**config.mk**
```make
export PLATFORM = sky130hd
export DESIGN_NAME = stream_arb2
export DESIGN_NICKNAME = d
export VERILOG_FILES = /design/src/rtl/stream_arb2.sv
export SDC_FILE = /design/constraint.sdc
export NUM_CORES = 1
export LEC_CHECK = 0
export ABC_AREA = 1
export CORE_ASPECT_RATIO = 1.4
export CORE_MARGIN = 5
export CORE_UTILIZATION = 39
export DETAILED_ROUTE_END_ITERATION = 12
export HOLD_SLACK_MARGIN = 0.12
export PLACE_DENSITY = 0.87
export SYNTH_ARGS = -nofsm -noshare
export SYNTH_HDL_FRONTEND = slang
export SYNTH_SLANG_ARGS = --single-unit
```
**constraint.sdc**
```tcl
create_clock -name clk -period 1.89 [get_ports clk]
set_clock_uncertainty 0.1 [all_clocks]
set_input_delay 0.378 -clock clk [delete_from_list [all_inputs] [get_ports clk]]
set_output_delay 0.378 -clock clk [all_outputs]
set_load 0.05 [all_outputs]
```
**src/rtl/stream_arb2.sv**
```systemverilog
`timescale 1ns/1ps
// stream_arb2
// Two-source valid/ready stream arbiter with per-packet round-robin priority
// and a one-entry registered output stage. A source that wins keeps the
// grant until its LAST beat is accepted. The output carries the selected
// beat plus the select value s that picked it.
//
// Ports
//   clk, rst_n                    clock, asynchronous active-low reset
//   a_valid, a_data, a_last       source A beat
//   a_ready                       source A beat accepted this cycle
//   b_valid, b_data, b_last       source B beat
//   b_ready                       source B beat accepted this cycle
//   z_valid, z_data, z_last, s    registered output beat and its source (0=A, 1=B)
//   z_ready                       downstream accepts output beat
//
// state  | meaning
// IDLE   | no packet in progress, arbitrate on valid and pri
// LOCK_A | packet from A in progress, only A may be granted
// LOCK_B | packet from B in progress, only B may be granted

module stream_arb2 #(
    parameter int WIDTH = 8
) (
    input  logic             clk,
    input  logic             rst_n,
    input  logic             a_valid,
    input  logic [WIDTH-1:0] a_data,
    input  logic             a_last,
    output logic             a_ready,
    input  logic             b_valid,
    input  logic [WIDTH-1:0] b_data,
    input  logic             b_last,
    output logic             b_ready,
    output logic             z_valid,
    output logic [WIDTH-1:0] z_data,
    output logic             z_last,
    output logic             s,
    input  logic             z_ready
);

    typedef enum logic [1:0] {
        IDLE   = 2'd0,
        LOCK_A = 2'd1,
        LOCK_B = 2'd2
    } state_t;

    state_t state, state_nxt;
    logic   pri, pri_nxt;        // 0 = A has priority, 1 = B
    logic   load;
    logic   grant_a, grant_b;
    logic   acc_a, acc_b;

    // Output register can take a new beat when empty or draining this edge.
    assign load = !z_valid || z_ready;

    always_comb begin
        grant_a = 1'b0;
        grant_b = 1'b0;
        case (state)
            IDLE: begin
                if (a_valid && b_valid) begin
                    grant_a = !pri;
                    grant_b = pri;
                end else begin
                    grant_a = a_valid;
                    grant_b = b_valid;
                end
            end
            LOCK_A:  grant_a = 1'b1;
            LOCK_B:  grant_b = 1'b1;
            default: ;
        endcase
    end

    // rst_n gates ready so nothing is offered while the block is held in reset.
    assign a_ready = rst_n && load && grant_a;
    assign b_ready = rst_n && load && grant_b;
    assign acc_a   = a_valid && a_ready;
    assign acc_b   = b_valid && b_ready;

    always_comb begin
        state_nxt = state;
        pri_nxt   = pri;
        if (acc_a) begin
            if (a_last) begin
                state_nxt = IDLE;
                pri_nxt   = 1'b1;
            end else begin
                state_nxt = LOCK_A;
            end
        end else if (acc_b) begin
            if (b_last) begin
                state_nxt = IDLE;
                pri_nxt   = 1'b0;
            end else begin
                state_nxt = LOCK_B;
            end
        end
    end

    always_ff @(posedge clk or negedge rst_n) begin
        if (!rst_n) begin
            state <= IDLE;
            pri   <= 1'b0;
        end else begin
            state <= state_nxt;
            pri   <= pri_nxt;
        end
    end

    always_ff @(posedge clk or negedge rst_n) begin
        if (!rst_n) begin
            z_valid <= 1'b0;
            z_data  <= '0;
            z_last  <= 1'b0;
            s       <= 1'b0;
        end else if (acc_a) begin
            z_valid <= 1'b1;
            z_data  <= a_data;
            z_last  <= a_last;
            s       <= 1'b0;
        end else if (acc_b) begin
            z_valid <= 1'b1;
            z_data  <= b_data;
            z_last  <= b_last;
            s       <= 1'b1;
        end else if (z_ready) begin
            z_valid <= 1'b0;
        end
    end

endmodule

```
Word level (Yosys, flattened, before mapping)
Index checks and enable logic that the tools add are counted.
Widths: inputs -> output; s select.

storage, ports and cells
  flip-flop bits (word level) = 14
  bits of input ports = 23
  output and inout bits = 13
  word-level logic and storage cells = 44

operators by class
  equality and inequality tests = 3
  muxes and demuxes = 21
  reductions and logical operators = 14

operator list
  cell                number
  $mux 8              2
  $mux 1              14
  $logic_and 1x1->1   6
  $mux 2              3
  $pmux 1 s2          2
  $reduce_bool 2->1   2
  $reduce_and 3->1    1
  $reduce_bool 3->1   1
  $eq 2x1->1 const B  1
  $eq 2x2->1 const B  1
  $logic_not 1->1     2
  $logic_not 2->1     1
  $ne 2x2->1 const B  1
  $logic_or 1x1->1    1

Logic depth before layout (Yosys ltp)
  depth in word-level cells = 7
  depth in mapped cells = 10
  gate-level depth less buffers = 9

Worst setup path after synthesis
No wires, ideal clock.

  path kind = reg-to-output
  from = register z_valid
  to = output b_ready
  data arrival time = 1.347 ns
  required time = 1.412 ns
  setup slack = 0.065 ns
  stages on the path, launching flop included = 5
  path buffers = 0
  cells stage by stage = dfrtp_1 -> nand2_2 -> nand2_2 -> nor2_1 -> and2_1

between the ends
  longest elaborated chain between the ends = 4

ends and longest elaborated chain
  element                          RTL line  RTL
  from (decl)                      35        output logic z_valid,
  from (signal assigned)           114       z_valid <= 1'b0;
  from (signal assigned)           119       z_valid <= 1'b1;
  from (signal assigned)           124       z_valid <= 1'b1;
  $logic_not 1->1                  55        assign load = !z_valid || z_ready;
  $logic_or 1x1->1                 55
  $logic_and 1x1->1 (2 in series)  78        assign b_ready = rst_n && load && grant_b;
  to (decl)                        34        output logic b_ready,

Every way passes these cells.

Worst setup path in the final report
Same ends and word-level chain as after synthesis.

==> qor.yml <==
status:
  status: "complete, no violations"
layout:
  drive_gt1_frac: 0.316
  diodes: 0
  mostFrequentLayoutCells: "28 x nand2_1, 20 x buf_4, 18 x clkdlybuf4s50_1"
  finalInstanceArea_sq_mm: 0.00119
  nets: 158
  final_common_cell: "nand2_1"
  area_delta_synth_final_pct: 61.0
  stdcell_count: 153
  final_util: 0.663
clock_tree:
  cts.clk_slew.worst_paths_ps: 80
  cts_max_level: 1
  clock_latency_ps: 280
  cts.sinks: 14
  cts_buffers: 3
  cts_tree: "done"
  clockBufferDepth: 2
  holdBufCountCts: 0
  root_buffer: "clkbuf_4"
global_route:
  grt.overflow.total: 0
  grt_pass1_wl_um: 3220
  grt_antenna_before_repair: 0
  grt_pass1_vias: 753
  grtUsageTotal: 0.161
  grt_max_degree: 15
floorplan:
  rows: 18
  initial_core_util: 0.412
  die_h_um: 61.6
  coreArea_sq_mm: 0.00180
  die_w_um: 46.9
  die_area_sq_mm: 0.00289
  io_pins: 36
worst_hold_path:
  min_path_type: "primary input to asynchronous set/reset pin"
routing:
  drt_iter0_drc: 11
  firstDrtPassIters: 4
  post_drt_wl_per_cell_um: 13.1
  vias_per_cell: 4.85
  wl_um: 2000
  ant_nets: 0
  vias: 742
  drc: 0
timing:
  slew_viol_final: 0
  max_freq_mhz: 569
  holdWs_ps: 153
  slew_headroom: 0.856
  setup_slack_ps: 134
  setup_viol: 0
  rsz0062_at_grt: "false"
  tightestPinTransition_ps: 213
  min_period_over_period: 0.929
  hold_viol_final: 0
  period_needed_ps: 1760
setup_path:
  required_ps: 1410
  worst_path_max_delay_cell: "dfrtp_1"
  regToRegEndpoint: "s$_DFFE_PN0P_"
  r2r_slack_ps: 330
  path_max_fanout: 2
  crit_path_end_kind: "output port"
  critical_path.max_stage_delay_ps: 400
  critical_path_class: "flop to output port"
  r2r_start: "z_valid$_DFFE_PN0P_"
  start_kind: "flop"
  reg2regPathDepth: 9
  cp_cell_sequence: "nand2_2 -> nand2_4 -> nor2_4 -> and2_4 -> buf_12"
  crit_arrival_ps: 1280
power:
  vdd_drop_max_uv: 1100
  p_leak_nw: 0.628
  clkPwrFrac: 0.091
  swShare: 0.507
  seqPwrFrac: 0.287
  pwr_density_cell_mw_per_mm2: 1570
  internal_power_w: 0.000926
  comb_power_share: 0.622
  p_switching_w: 0.000952
placement:
  routabilityCongestion: 0.857
  place_inst: 149
  placedInstanceArea_sq_mm: 0.00115
  dpl.hpwl_um: 1640
  numPortBuffers: 35
  post-place-ws_ps: -92.6
yosys:
  syn_inst: 88
  netlist_area_sq_um: 742
  ys_ff_latch: 14
  ys_seq_area_frac: 0.472
  yosysUniqueCellTypes: 20
  synth_top_area_cell: "dfrtp_1"
  ys_top_cells_by_area: "dfrtp_1 47%, nand2_1 14%, inv_1 6.6%"
  synth.avg_cell_area_sq_um: 8.43
  netlist.area_leader.share: 0.472
  syn_nets: 111
  yosysWarnings: 0
run:
  cap_violations: 0
-- power by group through the flow --
stage | sequential [W] | clock [W] | combinational (W)
2_1_floorplan | 0.000914 | 0 | 0.000356
3_3_place_gp | 0.000526 | 0 | 0.00112
3_5_place_dp | 0.000537 | 0 | 0.00114
4_1_cts | 0.000541 | 0.000173 | 0.00118
5_1_grt | 0.000557 | 0.000188 | 0.00125
6_report | 0.000539 | 0.000170 | 0.00117
-- area by class of cell --
class,count,area [sq um]
clock buffers,3,22.5
flip-flops and latches,14,350
well taps,20,25.0
fillers,158,607
multi-input cells,58,339
repair buffers,44,405
inverters,14,52.6
-- how the worst max path moves through the flow --
stage / start / end / slack [ps] / cells after the start
2_1_floorplan: z_valid$_DFFE_PN0P_ / b_ready / 70 / 4
3_3_place_gp: z_ready / b_ready / -90 / 7
3_5_place_dp: z_ready / b_ready / -90 / 7
4_1_cts: z_valid$_DFFE_PN0P_ / b_ready / 140 / 5
5_1_grt: z_valid$_DFFE_PN0P_ / b_ready / 90 / 5
6_report: z_valid$_DFFE_PN0P_ / b_ready / 130 / 5
-- sequential cells by signal (all words and copies together), names as in the netlist --
register / cells
s: 1
z_data: 8
z_last: 1
z_valid: 1
pri: 1
state: 2
-- cells in the mapped netlist --
library cell and count:
a21boi_1 1, a21oi_1 1, a21oi_2 2, and2_1 2
buf_6 2, dfrtp_1 14, inv_1 13, inv_2 1
nand2_1 28, nand2_2 3, nand3_1 1, nand3_2 4
nand4_1 2, nor2_1 4, nor2_2 1, o211ai_1 1
o211ai_2 3, o21ai_0 3, o21ai_1 1, o22ai_1 1
-- what timing repair did --
item / in CTS / in global routing
endpoints found under the setup margin: 2 / 0
setup buffers: 1 / 0
gates resized for setup: 10 / 0
-- critical path: cells and delay by family, from the launching register on --
family	cells	cell delay, ps
simple gates	4	460
flops	1	400
buf+inv	1	130
-- routing by layer --
| layer | share of wire | vias to the layer above | global-route usage |
|---|---|---|---|
| met2 | 0.54 | 28 | 0.283 |
| met5 | 0 | - | 0 |
| met1 | 0.36 | 338 | 0.174 |
| li1 | - | 369 | - |
| met4 | 0.022 | 0 | 0.0711 |
| met3 | 0.077 | 7 | 0.0439 |
-- cells by family (layout without fill, tap and decap cells) --
logic type / Yosys count / count (layout) / share of synthesized area
AND/OR/NAND/NOR: 45 / 45 / 0.290
AO/OA/AOI/OAI: 13 / 13 / 0.137
flip-flops: 14 / 14 / 0.472
buffers and inverters: 16 / 61 / 0.101
-- metrics by stage --
step	TNS, ps	total power [W]
after global placement	-166	0.00164
after CTS	0	0.00189
after global routing	0	0.00199
final	0	0.00188
after detailed placement	-472	0.00168
after floorplan	0	0.00127
Power figures use the tool's default switching activity.
